==> src/rtl/core_pkg.sv <==
// rtl/core_pkg.sv - shared core constants: ALU op codes, forwarding selects, datapath defaults
package core_pkg;

  localparam int CORE_WIDTH      = 32;
  localparam int CORE_REG_ADDR_W = 5;

  localparam logic [3:0] ALU_ADD  = 4'b0001;
  localparam logic [3:0] ALU_SUB  = 4'b0010;
  localparam logic [3:0] ALU_SLL  = 4'b0011;
  localparam logic [3:0] ALU_SLT  = 4'b0100;
  localparam logic [3:0] ALU_SLTU = 4'b0101;
  localparam logic [3:0] ALU_XOR  = 4'b0110;
  localparam logic [3:0] ALU_SRL  = 4'b0111;
  localparam logic [3:0] ALU_SRA  = 4'b1000;
  localparam logic [3:0] ALU_OR   = 4'b1001;
  localparam logic [3:0] ALU_AND  = 4'b1010;

  localparam logic [1:0] FWD_REG = 2'b00;
  localparam logic [1:0] FWD_EXM = 2'b01;
  localparam logic [1:0] FWD_WB  = 2'b10;

endpackage

==> src/rtl/forward_mux.sv <==
// rtl/forward_mux.sv - forwarding select and data mux for one source operand
module forward_mux
  import core_pkg::*;
#(
  parameter int WIDTH      = CORE_WIDTH,
  parameter int REG_ADDR_W = CORE_REG_ADDR_W
) (
  input  logic [REG_ADDR_W-1:0] rs,
  input  logic [WIDTH-1:0]      reg_data,
  input  logic                  exm_reg_write,
  input  logic [REG_ADDR_W-1:0] exm_rd,
  input  logic [WIDTH-1:0]      exm_result,
  input  logic                  wb_reg_write,
  input  logic [REG_ADDR_W-1:0] wb_rd,
  input  logic [WIDTH-1:0]      wb_result,
  output logic [1:0]            sel,
  output logic [WIDTH-1:0]      data
);

  // EX/MEM is the younger producer, so it wins over MEM/WB; x0 never forwards
  always_comb begin
    sel  = FWD_REG;
    data = reg_data;
    if (exm_reg_write && (exm_rd != '0) && (exm_rd == rs)) begin
      sel  = FWD_EXM;
      data = exm_result;
    end else if (wb_reg_write && (wb_rd != '0) && (wb_rd == rs)) begin
      sel  = FWD_WB;
      data = wb_result;
    end
  end

endmodule

==> src/rtl/id_ex_stage.sv <==
// rtl/id_ex_stage.sv - ID/EX pipeline register with operand forwarding and load-use detect
module id_ex_stage
  import core_pkg::*;
#(
  parameter int WIDTH      = CORE_WIDTH,
  parameter int REG_ADDR_W = CORE_REG_ADDR_W
) (
  input  logic                  clk,
  input  logic                  rst,
  input  logic                  id_valid,
  input  logic [WIDTH-1:0]      id_pc,
  input  logic [WIDTH-1:0]      id_rs1_data,
  input  logic [WIDTH-1:0]      id_rs2_data,
  input  logic [WIDTH-1:0]      id_imm,
  input  logic [REG_ADDR_W-1:0] id_rs1,
  input  logic [REG_ADDR_W-1:0] id_rs2,
  input  logic [REG_ADDR_W-1:0] id_rd,
  input  logic [3:0]            id_alu_control,
  input  logic                  id_alu_src_pc,
  input  logic                  id_alu_src_imm,
  input  logic                  id_reg_write,
  input  logic                  id_mem_read,
  input  logic                  id_mem_write,
  input  logic                  stall,
  input  logic                  flush,
  input  logic                  exm_reg_write,
  input  logic [REG_ADDR_W-1:0] exm_rd,
  input  logic [WIDTH-1:0]      exm_result,
  input  logic                  wb_reg_write,
  input  logic [REG_ADDR_W-1:0] wb_rd,
  input  logic [WIDTH-1:0]      wb_result,
  output logic [WIDTH-1:0]      alu_data1,
  output logic [WIDTH-1:0]      alu_data2,
  output logic [3:0]            alu_control,
  output logic [WIDTH-1:0]      ex_store_data,
  output logic                  ex_valid,
  output logic                  ex_reg_write,
  output logic                  ex_mem_read,
  output logic                  ex_mem_write,
  output logic [REG_ADDR_W-1:0] ex_rd,
  output logic [WIDTH-1:0]      ex_pc,
  output logic [1:0]            fwd_sel_a,
  output logic [1:0]            fwd_sel_b,
  output logic                  load_use_hazard
);

  typedef struct packed {
    logic                  valid;
    logic [WIDTH-1:0]      pc;
    logic [WIDTH-1:0]      rs1_data;
    logic [WIDTH-1:0]      rs2_data;
    logic [WIDTH-1:0]      imm;
    logic [REG_ADDR_W-1:0] rs1;
    logic [REG_ADDR_W-1:0] rs2;
    logic [REG_ADDR_W-1:0] rd;
    logic [3:0]            alu_control;
    logic                  alu_src_pc;
    logic                  alu_src_imm;
    logic                  reg_write;
    logic                  mem_read;
    logic                  mem_write;
  } idex_t;

  idex_t idex_d, idex_q;
  logic [WIDTH-1:0] fwd_a, fwd_b;

  always_comb begin
    idex_d = idex_q;
    if (flush) begin
      idex_d = '0;
    end else if (stall) begin
      // A held instruction must not lose a producer that retires from MEM/WB meanwhile
      if (wb_reg_write && (wb_rd != '0) && (wb_rd == idex_q.rs1)) idex_d.rs1_data = wb_result;
      if (wb_reg_write && (wb_rd != '0) && (wb_rd == idex_q.rs2)) idex_d.rs2_data = wb_result;
    end else begin
      idex_d.valid       = id_valid;
      idex_d.pc          = id_pc;
      idex_d.rs1_data    = id_rs1_data;
      idex_d.rs2_data    = id_rs2_data;
      idex_d.imm         = id_imm;
      idex_d.rs1         = id_rs1;
      idex_d.rs2         = id_rs2;
      idex_d.rd          = id_rd;
      idex_d.alu_control = id_valid ? id_alu_control : 4'b0000;
      idex_d.alu_src_pc  = id_valid & id_alu_src_pc;
      idex_d.alu_src_imm = id_valid & id_alu_src_imm;
      idex_d.reg_write   = id_valid & id_reg_write;
      idex_d.mem_read    = id_valid & id_mem_read;
      idex_d.mem_write   = id_valid & id_mem_write;
    end
  end

  always_ff @(posedge clk) begin
    if (rst) idex_q <= '0;
    else     idex_q <= idex_d;
  end

  forward_mux #(.WIDTH(WIDTH), .REG_ADDR_W(REG_ADDR_W)) u_fwd_a (
    .rs            (idex_q.rs1),
    .reg_data      (idex_q.rs1_data),
    .exm_reg_write (exm_reg_write),
    .exm_rd        (exm_rd),
    .exm_result    (exm_result),
    .wb_reg_write  (wb_reg_write),
    .wb_rd         (wb_rd),
    .wb_result     (wb_result),
    .sel           (fwd_sel_a),
    .data          (fwd_a)
  );

  forward_mux #(.WIDTH(WIDTH), .REG_ADDR_W(REG_ADDR_W)) u_fwd_b (
    .rs            (idex_q.rs2),
    .reg_data      (idex_q.rs2_data),
    .exm_reg_write (exm_reg_write),
    .exm_rd        (exm_rd),
    .exm_result    (exm_result),
    .wb_reg_write  (wb_reg_write),
    .wb_rd         (wb_rd),
    .wb_result     (wb_result),
    .sel           (fwd_sel_b),
    .data          (fwd_b)
  );

  assign alu_data1     = idex_q.alu_src_pc  ? idex_q.pc  : fwd_a;
  assign alu_data2     = idex_q.alu_src_imm ? idex_q.imm : fwd_b;
  assign ex_store_data = fwd_b;
  assign alu_control   = idex_q.alu_control;
  assign ex_valid      = idex_q.valid;
  assign ex_reg_write  = idex_q.reg_write;
  assign ex_mem_read   = idex_q.mem_read;
  assign ex_mem_write  = idex_q.mem_write;
  assign ex_rd         = idex_q.rd;
  assign ex_pc         = idex_q.pc;

  assign load_use_hazard = idex_q.valid & idex_q.mem_read & (idex_q.rd != '0) & id_valid &
                           ((idex_q.rd == id_rs1) | (idex_q.rd == id_rs2));

endmodule

==> config.mk <==
export PLATFORM = sky130hd
export DESIGN_NAME = id_ex_stage
export DESIGN_NICKNAME = d
export VERILOG_FILES = /design/src/rtl/core_pkg.sv /design/src/rtl/forward_mux.sv /design/src/rtl/id_ex_stage.sv
export SDC_FILE = /design/constraint.sdc
export NUM_CORES = 1
export LEC_CHECK = 0
export BUFFER_PORTS_ARGS = -buffer_cell sky130_fd_sc_hd__buf_2
export CAP_MARGIN = 5
export CELL_PAD_IN_SITES_DETAIL_PLACEMENT = 1
export CELL_PAD_IN_SITES_GLOBAL_PLACEMENT = 2
export CORE_MARGIN = 1
export CORE_UTILIZATION = 30
export CTS_CLUSTER_DIAMETER = 80
export DETAILED_ROUTE_END_ITERATION = 8
export PLACE_DENSITY_LB_ADDON = 0.1
export SLEW_MARGIN = 20
export SYNTH_ARGS = -nofsm -noshare
export SYNTH_HDL_FRONTEND = slang
export SYNTH_SLANG_ARGS = --single-unit
==> constraint.sdc <==
create_clock -name clk -period 6.2 [get_ports clk]
set_clock_uncertainty 0.05 [all_clocks]
set_input_delay 0.93 -clock clk [delete_from_list [all_inputs] [get_ports clk]]
set_output_delay 0.93 -clock clk [all_outputs]
set_load 0.02 [all_outputs]
* After elaboration in Yosys (flattened, before gate mapping)
Index checks and enable logic that the tools add are counted.
Cells by class: eq/ne operators 6, mux-type cells 12, bitwise gates (word level) 10, reductions and logical operators 10
Operator list (count):
- 32-bit two-way mux | 6
- 64-bit two-way mux | 1
- 5-bit equality test | 6
- 5-bit nonzero test | 3
- 1-bit bitwise AND | 9
- 2-bit two-way mux | 4
- 1-bit logical AND | 6
- 4-bit two-way mux | 1
- 2-bit OR reduction | 1
- 1-bit bitwise OR | 1
Word-level totals: register bits 153, bits of input ports 233, output and inout port bits 146, logic and storage cells 52

* Logic depth before layout (Yosys ltp)
word-level depth 6, mapped depth 8, depth with buffers taken out 6

* Cells and area by module
A second synthesis with hierarchy kept.
Second synthesis, totals: cells, all modules 1196, area, all modules 10065.9 sq um
Modules (own cells, without submodules):
- id_ex_stage | times used 1, cells each 822, area each 7733.7 sq um, sequential area each 3062.9 sq um
- forward_mux | times used 2, cells each 187, area each 1166.1 sq um, sequential area each 0.0 sq um

* Worst setup path before layout
OpenSTA, ideal clock, no wires.
path kind input to output, start in wb_rd[0], end out alu_data2[1], data arrival time 2.664 ns, data required time 5.220 ns, path slack 2.556 ns, stages on the path 6, path buffers 1, path through xor2_1 or3_1 buf_2 nor3_1 a211oi_1 o31ai_1
On the way: cells in the longest elaborated chain, start to end 6, elaborated cells on any way between the ends 7, those cells by class eq/ne (1); mux (3); reduce/logical (3)
RTL lines:
- start: declaration | line id_ex_stage.sv:30 | input logic [REG_ADDR_W-1:0] wb_rd,
- 5-bit nonzero test | line forward_mux.sv:27 | end else if (wb_reg_write && (wb_rd != '0) && (wb_rd == rs)) begin
- 1-bit logical AND | line forward_mux.sv:27
- 1-bit logical AND * | line forward_mux.sv:27
- 32-bit two-way mux *
- 32-bit two-way mux * | line forward_mux.sv:24 | if (exm_reg_write && (exm_rd != '0) && (exm_rd == rs)) begin
- 32-bit two-way mux * | line id_ex_stage.sv:125 | assign alu_data2 = idex_q.alu_src_imm ? idex_q.imm : fwd_b;
- end: declaration | line id_ex_stage.sv:33 | output logic [WIDTH-1:0] alu_data2,
Every way passes the cells marked *; elsewhere a longest branch is shown, timed or not.

* Worst setup path in the final report
start in wb_rd[0], end out alu_data1[17]
On the way: cells in the longest elaborated chain, start to end 6, elaborated cells on any way between the ends 7, those cells by class eq/ne (1); mux (3); reduce/logical (3)
RTL lines:
- 5-bit nonzero test | line forward_mux.sv:27
- 1-bit logical AND | line forward_mux.sv:27
- 1-bit logical AND * | line forward_mux.sv:27
- 32-bit two-way mux *
- 32-bit two-way mux * | line forward_mux.sv:24
- 32-bit two-way mux * | line id_ex_stage.sv:124 | assign alu_data1 = idex_q.alu_src_pc ? idex_q.pc : fwd_a;
- end: declaration | line id_ex_stage.sv:32 | output logic [WIDTH-1:0] alu_data1,
Marked as above.

==> results_dict.tcl <==
set metrics [dict create \
    status "finished, final reports clean" \
    synth_xor_xnor_area_share_pct 2.76 \
    clockBufferDepth 2 \
    cp-end-kind "primary output" \
    ir_worst_vdd_v 0.000198 \
    fp.dieW_um 180 \
    synth-compound-area-share_pct 28.0 \
    synth_cell_type_count 43 \
    io_buffers 378 \
    clkSinkCount 153 \
    syn_nets 1295 \
    area_growth_pct 24.9 \
    synth.area.top_cells "dfxtp_1, mux2i_1, o31ai_4" \
    hpwl_mm 28.8 \
    synth-seq-area-share_pct 32.2 \
    syn-cell-area_mm2 0.00951 \
    initial_utilization_pct 30.8 \
    async_flop_share_pct 0 \
    die_area_mm2 0.0324 \
    startpoint_type "input pin" \
    ctsHoldBuffers 0 \
    via_per_inst 5.19 \
    design_area_mm2 0.0119 \
    synth_top_area_cell "dfxtp_1" \
    path_clk_slew_ps 70 \
    synth_flop_cell "dfxtp_1" \
    min_period_over_period_pct 78.5 \
    synth.area.mux_share_pct 11.9 \
    layout-drive-gt1-share_pct 43.0 \
    leakagePower_nw 5.11 \
    yosysWarnings 0 \
    post-route-drc-count 0 \
    coreArea_mm2 0.0309 \
    instances_no_fill 1740 \
    fin_tns_setup_ps 0 \
    cts_made_buffers 17 \
    hold_path_class "reg -> reg" \
    overflow 0 \
    synth_fa_ha_area_share_pct 0 \
    io_pins 379 \
    dp.cells 1704 \
    crit_type "in -> out" \
    grt_pass1_wl_mm 59.4 \
    cts_root_buf "clkbuf_16" \
    final_nets 1560 \
    setup_viol 0 \
    antenna_found_initial 9 \
    grt_max_degree 87 \
    die_h_um 180 \
    cp.required_ps 5220 \
    slew_headroom_pct 25.1 \
    dpl_cell_area_mm2 0.0113 \
    cap_violations 0 \
    powerDensity_mw_per_mm2 228 \
    hold_slack_ps 432 \
    layout_common_cells "buf_2, dfxtp_1, nor2_1" \
    cts-htree-levels 4 \
    ys_ff_latch 153 \
    fmax_mhz 206 \
    final_common_cell "buf_2" \
    gp_congestion 0.835 \
    arrival_ps 3880 \
    grt_pass1_vias 9344 \
    synth_area_per_cell_um2 8.95 \
    cts-resized-gates 0 \
    rsz0062_at_grt "false" \
    synth_top_family_by_area "compound AO/OA/AOI/OAI gates" \
    clock_latency_ps 460 \
    crit_fanout 64 \
    routedWlPerCell_um 22.5 \
    fin_crit_ps 4860 \
    synth-edff-count 0 \
    finalPower_mw 2.71 \
    synthCells 1062 \
    yosys.area_share.simple_pct 16.2 \
    num_rows 64 \
    finalHoldViolCount 0 \
    vias 9039 \
    post_cts_buffers 0 \
    gr-usage-all-layers_pct 24.1 \
    drtIter0Drc 391 \
    drv_slew 0 \
    totalWireLength_mm 39.2 \
    firstDrtPassIters 5 \
    tightest_slew_ps 1120 \
    ant_nets 0 \
    tritoncts "built" \
    yosys.area.top_type_share_pct 32.2 \
]
==> final timing paths <==
path | start | end | slack, ps | cells after the start
min reg2reg | idex_q[93] | idex_q[93] | 430 | 2
max | wb_rd[0] | alu_data1[17] | 1340 | 8
min | idex_q[93] | idex_q[93] | 430 | 2
max reg2reg | idex_q[19] | idex_q[112] | 3570 | 7
==> cells in the mapped netlist, types with 2 or more instances <==
| library cell | n |
|---|---|
| a211oi_1 | 2 |
| clkbuf_1 | 68 |
| nand4_1 | 32 |
| xnor2_1 | 14 |
| buf_6 | 11 |
| dfxtp_1 | 153 |
| a221oi_1 | 12 |
| nor2_1 | 130 |
| or3_1 | 2 |
| and3_1 | 33 |
| o21ai_0 | 64 |
| o31ai_1 | 14 |
| a21oi_1 | 6 |
| or4_4 | 2 |
| buf_2 | 24 |
| a221oi_2 | 20 |
| a22oi_1 | 9 |
| buf_1 | 3 |
| mux2i_1 | 79 |
| o31ai_2 | 20 |
| xor2_1 | 16 |
| nand2_1 | 99 |
| mux2_2 | 30 |
| a31oi_1 | 62 |
| or2_1 | 2 |
| a31oi_2 | 30 |
| nand3_1 | 2 |
| nor3_1 | 34 |
| buf_4 | 45 |
| o31a_1 | 2 |
| o31ai_4 | 30 |
==> cell type report <==
type,instances,area (um2)
clock buffer,19,443
antenna,4,10.0
fill,3737,19000
multi-input combinational,756,5650
tap,396,495
clock inverter,13,166
sequential,153,3070
inverter,2,7.51
timing repair buffer,397,2040
==> stage by stage <==
step	setup WS, ps	utilization (%)
after global placement	1370	36.4
after CTS	1320	38.4
final	1340	38.4
after floorplan	2560	-
after global routing	1070	38.4
after detailed placement	1320	36.4
==> critical path: stages <==
cell and delay, ps:
buf_2 120, or4_4 150, o21a_4 760, nand3_4 790, buf_4 440, a221oi_2 340, o31ai_2 100, buf_2 190
==> cell families after synthesis <==
group,after synthesis
simple gates,342
compound gates,275
flops,153
buf+inv,153
mux,109
xor+xnor,30
==> where the power goes <==
part / internal [mW] / switching, mW / leakage, nW / total (mW)
combinational: 0.199 / 0.338 / 3.57 / 0.536
sequential: 1.02 / 0.0280 / 1.25 / 1.05
clock: 0.648 / 0.476 / 0.291 / 1.12
total: 1.87 / 0.842 / 5.11 / 2.71
==> flip-flops by register name, summed over array words and instances, names as in the netlist <==
register,count
ex_mem_write,1
ex_valid,1
ex_rd,5
alu_control,4
ex_pc,32
ex_mem_read,1
ex_reg_write,1
idex_q,108
==> layer usage <==
layer	vias to the layer above	GRT usage, %	wire [um]
met5	-	0	70
met4	12	7.90	735
met3	50	6.18	2280
li1	4386	-	-
met1	4339	34.0	19400
met2	252	35.6	16700
(Power assumes the default switching activity.)
